### src/rtl/setpoint_ramp.sv
// -----------------------------------------------------------------------------
// setpoint_ramp
//
// Purpose:
//   Moves a registered setpoint toward a latched target in bounded steps, one
//   step every P clocks, so that a downstream PID loop sees a rate-limited
//   setpoint instead of a hard jump. A step of 0 jumps straight to the target.
//   The setpoint never overshoots the target. A new start request retargets.
//   An abort freezes the setpoint and returns to IDLE.
//
// Parameters:
//   SP_WIDTH      setpoint width, signed two's complement (default 12)
//   PERIOD_WIDTH  width of the step-period input (default 16)
//
// Ports:
//   clock        in   rising-edge clock
//   reset        in   synchronous, active-high reset
//   targetIn     in   signed ramp target            (sampled on start only)
//   stepIn       in   unsigned step, 0 = jump       (sampled on start only)
//   periodIn     in   clocks per step, 0 = 1        (sampled on start only)
//   startIn      in   one-cycle start / retarget request
//   abortIn      in   one-cycle abort request (wins over startIn)
//   setpointOut  out  registered signed setpoint
//   busyOut      out  registered, high exactly while in RAMP
//   doneOut      out  registered one-cycle pulse when the target is reached
//   intHoldOut   out  PID integrator hold
//
// Configuration macro:
//   SETPOINT_RAMP_INT_HOLD_EN  when defined, intHoldOut follows busyOut so the
//                              PID integrator is frozen while ramping; when
//                              undefined, intHoldOut is tied low.
// -----------------------------------------------------------------------------
module setpoint_ramp #(
  parameter int SP_WIDTH     = 12,
  parameter int PERIOD_WIDTH = 16
) (
  input  logic                       clock,
  input  logic                       reset,
  input  logic signed [SP_WIDTH-1:0] targetIn,
  input  logic [SP_WIDTH-2:0]        stepIn,
  input  logic [PERIOD_WIDTH-1:0]    periodIn,
  input  logic                       startIn,
  input  logic                       abortIn,
  output logic signed [SP_WIDTH-1:0] setpointOut,
  output logic                       busyOut,
  output logic                       doneOut,
  output logic                       intHoldOut
);

  localparam int DW = SP_WIDTH + 1;

  typedef enum logic [1:0] {
    ST_IDLE = 2'd0,
    ST_RAMP = 2'd1,
    ST_DONE = 2'd2
  } state_t;

  state_t                  r_state;
  logic [SP_WIDTH-1:0]     r_target;
  logic [SP_WIDTH-2:0]     r_step;
  logic [PERIOD_WIDTH-1:0] r_period;
  logic [PERIOD_WIDTH-1:0] r_count;
  logic [SP_WIDTH-1:0]     r_setpoint;
  logic                    r_busy;
  logic                    r_done;

  logic [DW-1:0]           w_diff;
  logic [DW-1:0]           w_mag;
  logic [DW-1:0]           w_step_ext;
  logic                    w_jump;
  logic [SP_WIDTH-1:0]     w_next_sp;
  logic [PERIOD_WIDTH-1:0] w_last_count;
  logic                    w_step_edge;

  // Difference is taken one bit wider than the setpoint so that the full
  // span -2048..+2047 (4095) is representable without wrap-around.
  assign w_diff     = {r_target[SP_WIDTH-1], r_target}
                    - {r_setpoint[SP_WIDTH-1], r_setpoint};
  assign w_mag      = w_diff[DW-1] ? ((~w_diff) + {{SP_WIDTH{1'b0}}, 1'b1})
                                   : w_diff;
  assign w_step_ext = {2'b00, r_step};

  // Landing on the target (instead of adding the step) is what prevents
  // overshoot; a zero step also lands directly.
  assign w_jump = (r_step == {(SP_WIDTH-1){1'b0}}) || (w_step_ext >= w_mag);

  // A zero period behaves like a period of one: step on every clock.
  assign w_last_count = (r_period == {PERIOD_WIDTH{1'b0}})
                      ? {PERIOD_WIDTH{1'b0}}
                      : (r_period - {{(PERIOD_WIDTH-1){1'b0}}, 1'b1});
  assign w_step_edge  = (r_count == w_last_count);

  // Next setpoint for a step edge: land on target, or move one step toward it.
  always_comb begin
    w_next_sp = r_setpoint;
    if (w_jump) begin
      w_next_sp = r_target;
    end else if (w_diff[DW-1]) begin
      w_next_sp = r_setpoint - {1'b0, r_step};
    end else begin
      w_next_sp = r_setpoint + {1'b0, r_step};
    end
  end

  // Control FSM with registered setpoint, busy and done outputs.
  always_ff @(posedge clock) begin
    if (reset) begin
      r_state    <= ST_IDLE;
      r_count    <= {PERIOD_WIDTH{1'b0}};
      r_setpoint <= {SP_WIDTH{1'b0}};
      r_target   <= {SP_WIDTH{1'b0}};
      r_step     <= {(SP_WIDTH-1){1'b0}};
      r_period   <= {PERIOD_WIDTH{1'b0}};
      r_busy     <= 1'b0;
      r_done     <= 1'b0;
    end else if (abortIn) begin
      // Abort wins over start; setpoint is left where it is.
      r_state <= ST_IDLE;
      r_count <= {PERIOD_WIDTH{1'b0}};
      r_busy  <= 1'b0;
      r_done  <= 1'b0;
    end else if (startIn) begin
      // Start or retarget from any state; a done that would have been
      // produced this cycle is dropped because no step is applied.
      r_state  <= ST_RAMP;
      r_target <= targetIn;
      r_step   <= stepIn;
      r_period <= periodIn;
      r_count  <= {PERIOD_WIDTH{1'b0}};
      r_busy   <= 1'b1;
      r_done   <= 1'b0;
    end else begin
      case (r_state)
        ST_IDLE: begin
          r_busy <= 1'b0;
          r_done <= 1'b0;
        end
        ST_RAMP: begin
          if (w_step_edge) begin
            r_setpoint <= w_next_sp;
            r_count    <= {PERIOD_WIDTH{1'b0}};
            if (w_next_sp == r_target) begin
              r_state <= ST_DONE;
              r_busy  <= 1'b0;
              r_done  <= 1'b1;
            end else begin
              r_state <= ST_RAMP;
              r_busy  <= 1'b1;
              r_done  <= 1'b0;
            end
          end else begin
            r_count <= r_count + {{(PERIOD_WIDTH-1){1'b0}}, 1'b1};
            r_busy  <= 1'b1;
            r_done  <= 1'b0;
          end
        end
        ST_DONE: begin
          r_state <= ST_IDLE;
          r_busy  <= 1'b0;
          r_done  <= 1'b0;
        end
        default: begin
          r_state <= ST_IDLE;
          r_count <= {PERIOD_WIDTH{1'b0}};
          r_busy  <= 1'b0;
          r_done  <= 1'b0;
        end
      endcase
    end
  end

  assign setpointOut = r_setpoint;
  assign busyOut     = r_busy;
  assign doneOut     = r_done;

`ifdef SETPOINT_RAMP_INT_HOLD_EN
  // The busy register already has exactly the required timing.
  assign intHoldOut = r_busy;
`else
  assign intHoldOut = 1'b0;
`endif

endmodule

### config.mk
export PLATFORM = sky130hd
export DESIGN_NAME = setpoint_ramp
export DESIGN_NICKNAME = d
export VERILOG_FILES = /design/src/rtl/setpoint_ramp.sv
export SDC_FILE = /design/constraint.sdc
export NUM_CORES = 1
export LEC_CHECK = 0
export ABC_AREA = 0
export BUFFER_PORTS_ARGS = -buffer_cell sky130_fd_sc_hd__buf_2
export CORE_AREA = 2 2 89 133
export CTS_CLUSTER_DIAMETER = 100
export DETAILED_ROUTE_END_ITERATION = 16
export DIE_AREA = 0 0 91 135
export PLACE_DENSITY_LB_ADDON = 0.2
export SYNTH_ARGS = -nofsm -noshare
export SYNTH_HDL_FRONTEND = slang
export SYNTH_SLANG_ARGS = --single-unit
### constraint.sdc
create_clock -name clock -period 7.08 [get_ports clock]
set_input_delay 0.708 -clock clock [delete_from_list [all_inputs] [get_ports clock]]
set_output_delay 0.708 -clock clock [all_outputs]
set_load 0.1 [all_outputs]
==> results.sh, run 1 <==
export IMPL_run_status="finished clean"
export IMPL_r2r_setup_slack_ns=1.57
export IMPL_placed_cell_area_mm2=0.00578
export IMPL_grt_pass1_wl_mm=23.3
export IMPL_final_wirelength_mm=14.3
export IMPL_cpMostUsedCell="sky130_fd_sc_hd__o21ai_0"
export IMPL_drive_gt1_share_pct=12.9
export IMPL_routed_wl_met2_mm=8.35
export IMPL_io_buf_count=56
export IMPL_setup_viol_count_final=0
export IMPL_synth_xor_area_share_pct=9.85
export IMPL_holdPathEnd="r_target[0]"
export IMPL_maximum_number_of_pins_on_one_net_before_global_route_repair=44
export IMPL_die_area_mm2=0.0123
export IMPL_route_antenna_remaining_nets=0
export IMPL_timing_fmax_mhz=181
export IMPL_synth_area_leader_cell="sky130_fd_sc_hd__dfxtp_1"
export IMPL_timing_rr_end="busyOut"
export IMPL_post_synth_num_cell_types=66
export IMPL_power_density_mw_per_mm2=220
export IMPL_hold_path_startpoint="r_target[0]"
export IMPL_timing_rr_start="r_target[0]"
export IMPL_yosysWarnings=0
export IMPL_htreeDepth=3
export IMPL_overflow=0
export IMPL_antenna_violations_before_repair=0
export IMPL_syn_num_nets=797
export IMPL_vias_per_cell=5.73
export IMPL_post_cts_resized=0
export IMPL_vias_in_the_first_global_route=5116
export IMPL_die_w_um=91
export IMPL_number_of_cell_instances_on_the_worst_register_to_register_path=21
export IMPL_synth_area_per_inst_um2=7.60
export IMPL_core_region_area_mm2=0.0111
export IMPL_remaining_max_slew_budget_at_the_tightest_pin_pct=26.5
export IMPL_yosys_area_share_simple_pct=24.3
export IMPL_timing_clock_skew_ns=0.00620
export IMPL_synth_edff_count=0
export IMPL_max_cap_violations=0
export IMPL_synth_largest_type_area_fraction_pct=26.2
export IMPL_cts_setup_buffers=0
export IMPL_synth_cells=714
export IMPL_hold_path_class="register to register"
export IMPL_cts_path_max_buffers=2
export IMPL_worst_setup_path_start_kind="register"
export IMPL_dr_pass1_iters=5
export IMPL_synth_seq_cells=71
export IMPL_post_route_drc_count=0
export IMPL_yosys_mux_area_fraction_pct=5.21
export IMPL_clk_insertion_delay_late_ns=0.34
export IMPL_crit_path_top_delay_cell="sky130_fd_sc_hd__or4_1"
export IMPL_synth_top_family_by_area="simple AND/OR/NAND/NOR gates"
export IMPL_final_instance_count_excl_fill=907
export IMPL_synthArstFlopShare_pct=0
export IMPL_critPathMaxFanout=13
export IMPL_post_synth_fa_ha_maj_area_fraction_pct=9.50
export IMPL_start_util_pct=49.1
export IMPL_cts_tree="built"
export IMPL_dieHeight_um=135
export IMPL_cp_slowest_stage_delay_ns=0.59
export IMPL_tightestPinTransition_ns=1.10
export IMPL_place_gp_congestion=0.894
export IMPL_routed_via_count=5195
export IMPL_worst_setup_path_end_kind="register"
export IMPL_crit_path_cell_trace="inv_1 -> ha_1 -> fa_1 -> and2b_1 -> o2111ai_1 -> a211oi_1 -> o21ai_0 -> a21oi_1 -> buf_4 -> o21ai_0 -> xor2_1 -> ha_1 -> or4_1 -> o221a_2 -> a21o_1 -> a21oi_1 -> o21ai_0 -> xnor2_1 -> xor2_1 -> or4_1 -> a41o_2"
export IMPL_rsz0062_at_grt="false"
export IMPL_regArea_mm2=0.00142
export IMPL_nets=838
export IMPL_gr_usage_all_layers_pct=23.7
export IMPL_final_hold_viol_count=0
export IMPL_avgRoutedWirePerCell_um=15.8
export IMPL_detailedPlacementHpwl_mm=11.2
export IMPL_clock_sinks=71
export IMPL_postSynth_topFlopCell="sky130_fd_sc_hd__dfxtp_1"
export IMPL_multi_input_area_mm2=0.00372
export IMPL_clkSlewWorstSetupHoldPaths_ns=0.06
export IMPL_filler_cell_count=1110
export IMPL_synth_cell_area_mm2=0.00543
export IMPL_design_area_mm2=0.00609
export IMPL_placed_cell_count=891
export IMPL_ys_top_cells_by_area="sky130_fd_sc_hd__dfxtp_1, sky130_fd_sc_hd__nand2_1, sky130_fd_sc_hd__ha_1"
export IMPL_route_layer_met1_wl_mm=4.98
export IMPL_static_leakage_power_nw=2.51
export IMPL_ios=58
export IMPL_final_max_slew_violation_count=0
export IMPL_highest_layer="met4"
export IMPL_synth_yosys_seq_area_share_pct=26.2
export IMPL_rows=47
export IMPL_met3_length_um=405
export IMPL_cts_inserted_buffers=9
export IMPL_setup_worst_path_class="register to register"
export IMPL_timing_critical_path_buf_inv=2
export IMPL_final_period_minus_worst_setup_slack_ns=5.51
export IMPL_hold_depth=2
export IMPL_synthToLayoutAreaGrowth_pct=12.2
export IMPL_setup_total_negative_slack_ns=0
export IMPL_diodes=0
export IMPL_drt_initial_drc_count=147
export IMPL_post_synthesis_compound_gate_area_fraction_pct=19.6
export IMPL_timing_critical_path_arrival_ns=5.75
export IMPL_cts_hold_repair_buffers=0
export IMPL_vdd_ir_drop_max_mv=0.130
export IMPL_clockRootBuffer="sky130_fd_sc_hd__clkbuf_16"
export IMPL_cp_data_required_time_ns=7.31
export IMPL_cpLargestDelayFamily="compound AO/OA/AOI/OAI gates"
export IMPL_final_period_utilization_pct=77.9
==> layer usage <==
metal | GRT usage, % | vias to the layer above
met5 | 0 | -
met2 | 49.1 | 106
met4 | 11.7 | 0
li1 | - | 2586
met1 | 21.7 | 2463
met3 | 3.57 | 40
==> cells by family after synthesis <==
kind of cell | after synthesis
buffers and inverters | 68
and+or+nand+nor | 270
DFF | 71
AOI/OAI and AO/OA | 175
muxes | 28
xor gates and xnor gates | 61
other | 1
adders and majority gates | 40
==> where the power goes <==
part / switching, mW / internal [mW] / total, mW
clock: 0.188 / 0.284 / 0.472
sequential: 0.0190 / 0.411 / 0.430
combinational: 0.250 / 0.190 / 0.440
total: 0.457 / 0.885 / 1.34
==> tightest hold or removal path: cells and delay by family (launching register included) <==
family | cells | cell delay [ns]
flip-flops | 1 | 0.33
AND/OR/NAND/NOR | 1 | 0.06
AO/OA/AOI/OAI | 1 | 0.05
==> placed cells by master, fill, tap and decap left out, types with 7 or more instances in the layout <==
master / netlist / final
sky130_fd_sc_hd__nor3_1: 7 / 7
sky130_fd_sc_hd__a21o_1: 7 / 7
sky130_fd_sc_hd__xnor2_1: 34 / 34
sky130_fd_sc_hd__o21ai_1: 14 / 14
sky130_fd_sc_hd__and3_1: 10 / 10
sky130_fd_sc_hd__nand3_1: 16 / 16
sky130_fd_sc_hd__xor2_1: 27 / 27
sky130_fd_sc_hd__ha_1: 38 / 38
sky130_fd_sc_hd__buf_2: 5 / 56
sky130_fd_sc_hd__nor2b_1: 9 / 8
sky130_fd_sc_hd__nand2_1: 127 / 127
sky130_fd_sc_hd__o21ai_0: 20 / 20
sky130_fd_sc_hd__clkbuf_16: 0 / 9
sky130_fd_sc_hd__nand2b_1: 8 / 8
sky130_fd_sc_hd__nor2_1: 46 / 46
sky130_fd_sc_hd__a21oi_1: 86 / 86
sky130_fd_sc_hd__dfxtp_1: 71 / 71
sky130_fd_sc_hd__inv_1: 38 / 38
sky130_fd_sc_hd__mux2i_1: 26 / 26
==> state kept, by name, indices dropped and copies added (netlist names) <==
signal       count
r_count         16
r_period        16
r_target        12
setpointOut     12
r_step          11
r_state          2
busyOut          1
doneOut          1
==> worst max path at each step <==
stage	start	cells past startpoint	endpoint	slack (ns)
floorplan	setpointOut[0]	20	busyOut	1.27
detailed placement	r_target[0]	21	busyOut	1.60
CTS	r_target[0]	21	busyOut	1.58
global route	r_target[0]	21	r_state[0]	1.06
global placement	r_target[0]	21	busyOut	1.74
finish	r_target[0]	21	busyOut	1.57
==> layout make-up <==
cell class | count | share of cell area, %
Sequential cell | 71 | 23.3
Multi-Input combinational cell | 575 | 61.2
Clock inverter | 6 | 1.11
Inverter | 38 | 2.34
Timing Repair Buffer | 60 | 5.10
Tap cell | 147 | 3.02
Clock buffer | 10 | 3.93
==> Yosys cell counts, types with 3 or more instances <==
library cell,count
sky130_fd_sc_hd__a211oi_1,6
sky130_fd_sc_hd__a21o_1,7
sky130_fd_sc_hd__a21oi_1,86
sky130_fd_sc_hd__a22o_1,3
sky130_fd_sc_hd__and3_1,10
sky130_fd_sc_hd__buf_2,5
sky130_fd_sc_hd__buf_4,3
sky130_fd_sc_hd__clkbuf_1,20
sky130_fd_sc_hd__dfxtp_1,71
sky130_fd_sc_hd__ha_1,38
sky130_fd_sc_hd__inv_1,38
sky130_fd_sc_hd__mux2i_1,26
sky130_fd_sc_hd__nand2_1,127
sky130_fd_sc_hd__nand2b_1,8
sky130_fd_sc_hd__nand3_1,16
sky130_fd_sc_hd__nand4_1,6
sky130_fd_sc_hd__nor2_1,46
sky130_fd_sc_hd__nor2b_1,9
sky130_fd_sc_hd__nor3_1,7
sky130_fd_sc_hd__nor3b_1,3
sky130_fd_sc_hd__nor4_1,6
sky130_fd_sc_hd__nor4_2,3
sky130_fd_sc_hd__o2111ai_1,5
sky130_fd_sc_hd__o21a_1,5
sky130_fd_sc_hd__o21ai_0,20
sky130_fd_sc_hd__o21ai_1,14
sky130_fd_sc_hd__o31a_1,5
sky130_fd_sc_hd__o32ai_1,3
sky130_fd_sc_hd__or2_2,5
sky130_fd_sc_hd__or3_1,4
sky130_fd_sc_hd__or4_1,6
sky130_fd_sc_hd__xnor2_1,34
sky130_fd_sc_hd__xor2_1,27
==> through the flow <==
step | power (mW) | utilization, % | hold slack, ns | setup slack, ns
2_1_floorplan | 0.786 | - | 0.461 | 1.27
3_3_place_gp | 0.864 | 52.3 | 0.464 | 1.74
3_5_place_dp | 0.876 | 52.3 | 0.481 | 1.60
4_1_cts | 1.35 | 55.1 | 0.489 | 1.58
5_1_grt | 1.42 | 55.1 | 0.515 | 1.06
6_report | 1.34 | 55.1 | 0.487 | 1.57
Power figures use the tool's default switching activity.
==> run 2: changes to the inputs <==
ABC_AREA = 1   (was 0)
CORE_AREA = 2 2 92 139   (was 2 2 89 133)
DIE_AREA = 0 0 94 141   (was 0 0 91 135)
clock period = 4.6 ns   (was 7.08 ns; I/O delays follow)
==> run 2 against run 1 <==
Against the previous run:
- synthesized area increased by 8.7%
- power increased by 80%
- synthesized cell count increased by 28%
- critical endpoint unchanged
==> results.sh, run 2 <==
export IMPL_run_status="finished clean"
export IMPL_place_gp_congestion=0.943
export IMPL_cts_path_max_buffers=2
export IMPL_post_synth_top_count_cell="sky130_fd_sc_hd__nand2_1"
export IMPL_die_area_mm2=0.0133
export IMPL_clock_sinks=71
export IMPL_tightestPinTransition_ns=0.883
export IMPL_final_wirelength_mm=16.1
export IMPL_timing_fmax_mhz=234
export IMPL_setup_total_negative_slack_ns=0
export IMPL_worst_setup_path_start_kind="register"
export IMPL_post_route_drc_count=0
export IMPL_core_region_area_mm2=0.0122
export IMPL_drt_initial_drc_count=235
export IMPL_synth_edff_count=0
export IMPL_power_total_mw=2.42
export IMPL_final_max_slew_violation_count=0
export IMPL_synthArstFlopShare_pct=0
export IMPL_placed_cell_area_mm2=0.00627
export IMPL_power_density_mw_per_mm2=358
export IMPL_setup_worst_path_class="register to register"
export IMPL_hold_path_class="input pin to register"
export IMPL_post_synth_num_cell_types=44
export IMPL_grt_pass1_wl_mm=26.1
export IMPL_timing_critical_path_buf_inv=4
export IMPL_start_util_pct=48.4
export IMPL_clkSlewWorstSetupHoldPaths_ns=0.06
export IMPL_dr_pass1_iters=4
export IMPL_yosysWarnings=0
export IMPL_routed_via_count=5880
export IMPL_timing_hold_ws_ns=0.365
export IMPL_die_w_um=94
export IMPL_diodes=0
export IMPL_htreeDepth=3
export IMPL_postSynth_topFlopCell="sky130_fd_sc_hd__dfxtp_1"
export IMPL_synth_area_leader_cell="sky130_fd_sc_hd__dfxtp_1"
export IMPL_synth_largest_type_area_fraction_pct=24.1
export IMPL_cts_tree="built"
export IMPL_setup_viol_count_final=0
export IMPL_design_area_mm2=0.00676
export IMPL_netlist_top_cells_count="sky130_fd_sc_hd__nand2_1, sky130_fd_sc_hd__inv_1, sky130_fd_sc_hd__a21oi_1, sky130_fd_sc_hd__dfxtp_1, sky130_fd_sc_hd__nor2_1"
export IMPL_multi_input_area_mm2=0.00388
export IMPL_largest_registers="r_count (16), r_period (16)"
export IMPL_synth_yosys_seq_area_share_pct=24.1
export IMPL_cp_data_required_time_ns=4.87
export IMPL_finalWorstSetupSlack_ns=0.327
export IMPL_static_leakage_power_nw=3.32
export IMPL_regArea_mm2=0.00142
export IMPL_vdd_ir_drop_max_mv=0.209
export IMPL_synth_cell_area_mm2=0.00590
export IMPL_layout_cells_most_common_list="sky130_fd_sc_hd__nand2_1, sky130_fd_sc_hd__inv_1, sky130_fd_sc_hd__a21oi_1"
export IMPL_filler_cell_count=1265
export IMPL_final_hold_viol_count=0
export IMPL_post_layout_util_pct=55.4
export IMPL_rows=50
export IMPL_placed_cell_count=1106
export IMPL_vias_in_the_first_global_route=5665
export IMPL_cpLargestDelayFamily="simple AND/OR/NAND/NOR gates"
export IMPL_worst_setup_path_end_kind="register"
export IMPL_nets=1051
export IMPL_drive_gt1_share_pct=17.1
export IMPL_route_antenna_remaining_nets=0
export IMPL_cts_hold_repair_buffers=0
export IMPL_crit_path_top_delay_cell="sky130_fd_sc_hd__ha_1"
export IMPL_max_cap_violations=0
export IMPL_avgRoutedWirePerCell_um=14.3
export IMPL_final_common_cell="sky130_fd_sc_hd__nand2_1"
export IMPL_synthToLayoutAreaGrowth_pct=14.6
export IMPL_remaining_max_slew_budget_at_the_tightest_pin_pct=41.1
export IMPL_final_period_utilization_pct=92.9
export IMPL_timing_clock_skew_ns=0.0106
export IMPL_clk_insertion_delay_late_ns=0.34
export IMPL_synth_cells=917
export IMPL_antenna_violations_before_repair=0
export IMPL_dieHeight_um=141
export IMPL_ys_top_cells_by_area="sky130_fd_sc_hd__dfxtp_1, sky130_fd_sc_hd__nand2_1, sky130_fd_sc_hd__inv_1"
export IMPL_synth_seq_cells=71
export IMPL_final_period_minus_worst_setup_slack_ns=4.27
export IMPL_pre_cts_ws_ns=0.183
export IMPL_cts_inserted_buffers=9
export IMPL_critPathMaxFanout=8
export IMPL_final_instance_count_excl_fill=1129
export IMPL_io_buf_count=56
export IMPL_syn_num_nets=1000
export IMPL_ios=58
export IMPL_overflow=0
export IMPL_clockRootBuffer="sky130_fd_sc_hd__clkbuf_16"
export IMPL_vias_per_cell=5.21
export IMPL_detailedPlacementHpwl_mm=12.8
export IMPL_timing_critical_path_arrival_ns=4.54
export IMPL_cp_slowest_stage_delay_ns=0.41
export IMPL_synth_area_per_inst_um2=6.43
export IMPL_maximum_number_of_pins_on_one_net_before_global_route_repair=54
export IMPL_gr_usage_all_layers_pct=25.1
export IMPL_cpMostUsedCell="sky130_fd_sc_hd__nand2_1"
[run 2: report_power, final]
part | internal, mW | switching, mW | total (mW)
sequential | 0.639 | 0.0250 | 0.664
combinational | 0.392 | 0.653 | 1.05
clock | 0.432 | 0.280 | 0.711
total | 1.46 | 0.958 | 2.42
[run 2: cell type report]
cell class	count	share of cell area, %
multi-input cells	678	57.3
well taps	156	2.89
inverters	138	7.75
clock inverters	6	0.888
repair buffers	70	6.57
clock buffers	10	3.53
flip-flops and latches	71	21.0
[run 2: cell families after synthesis]
logic type | synth area share, %
other | 0.0636
and+or+nand+nor | 32.7
adders and majority gates | 8.74
xor gates and xnor gates | 7.57
buffers and inverters | 11.6
DFF | 24.1
AOI/OAI and AO/OA | 15.3
[run 2: path summary, 6_finish.rpt]
path / to / from / slack (ns) / depth (start not counted)
setup / recovery: busyOut / setpointOut[5] / 0.33 / 28
hold / removal: r_step[2] / stepIn[2] / 0.37 / 3
setup reg to reg: busyOut / setpointOut[5] / 0.33 / 28
hold reg to reg: r_count[4] / r_count[4] / 0.47 / 2
[run 2: tightest hold or removal path, stage by stage]
cell	delay, ns
sky130_fd_sc_hd__buf_2	0.07
sky130_fd_sc_hd__o21ai_0	0.07
sky130_fd_sc_hd__nor2_1	0.07
[run 2: repair_timing]
item | in CTS | in global routing
resized for setup | 0 | 32
setup endpoints to repair | 0 | 13
hold endpoints to repair | 0 | 0
buffers inserted | 0 | 5
[run 2: routing by layer]
layer	up-vias	global-route usage (%)	wire [um]
met3	52	4.33	415
li1	3090	-	-
met5	-	0	0
met4	0	14.8	957
met1	2647	26.1	6160
met2	91	46.1	8600
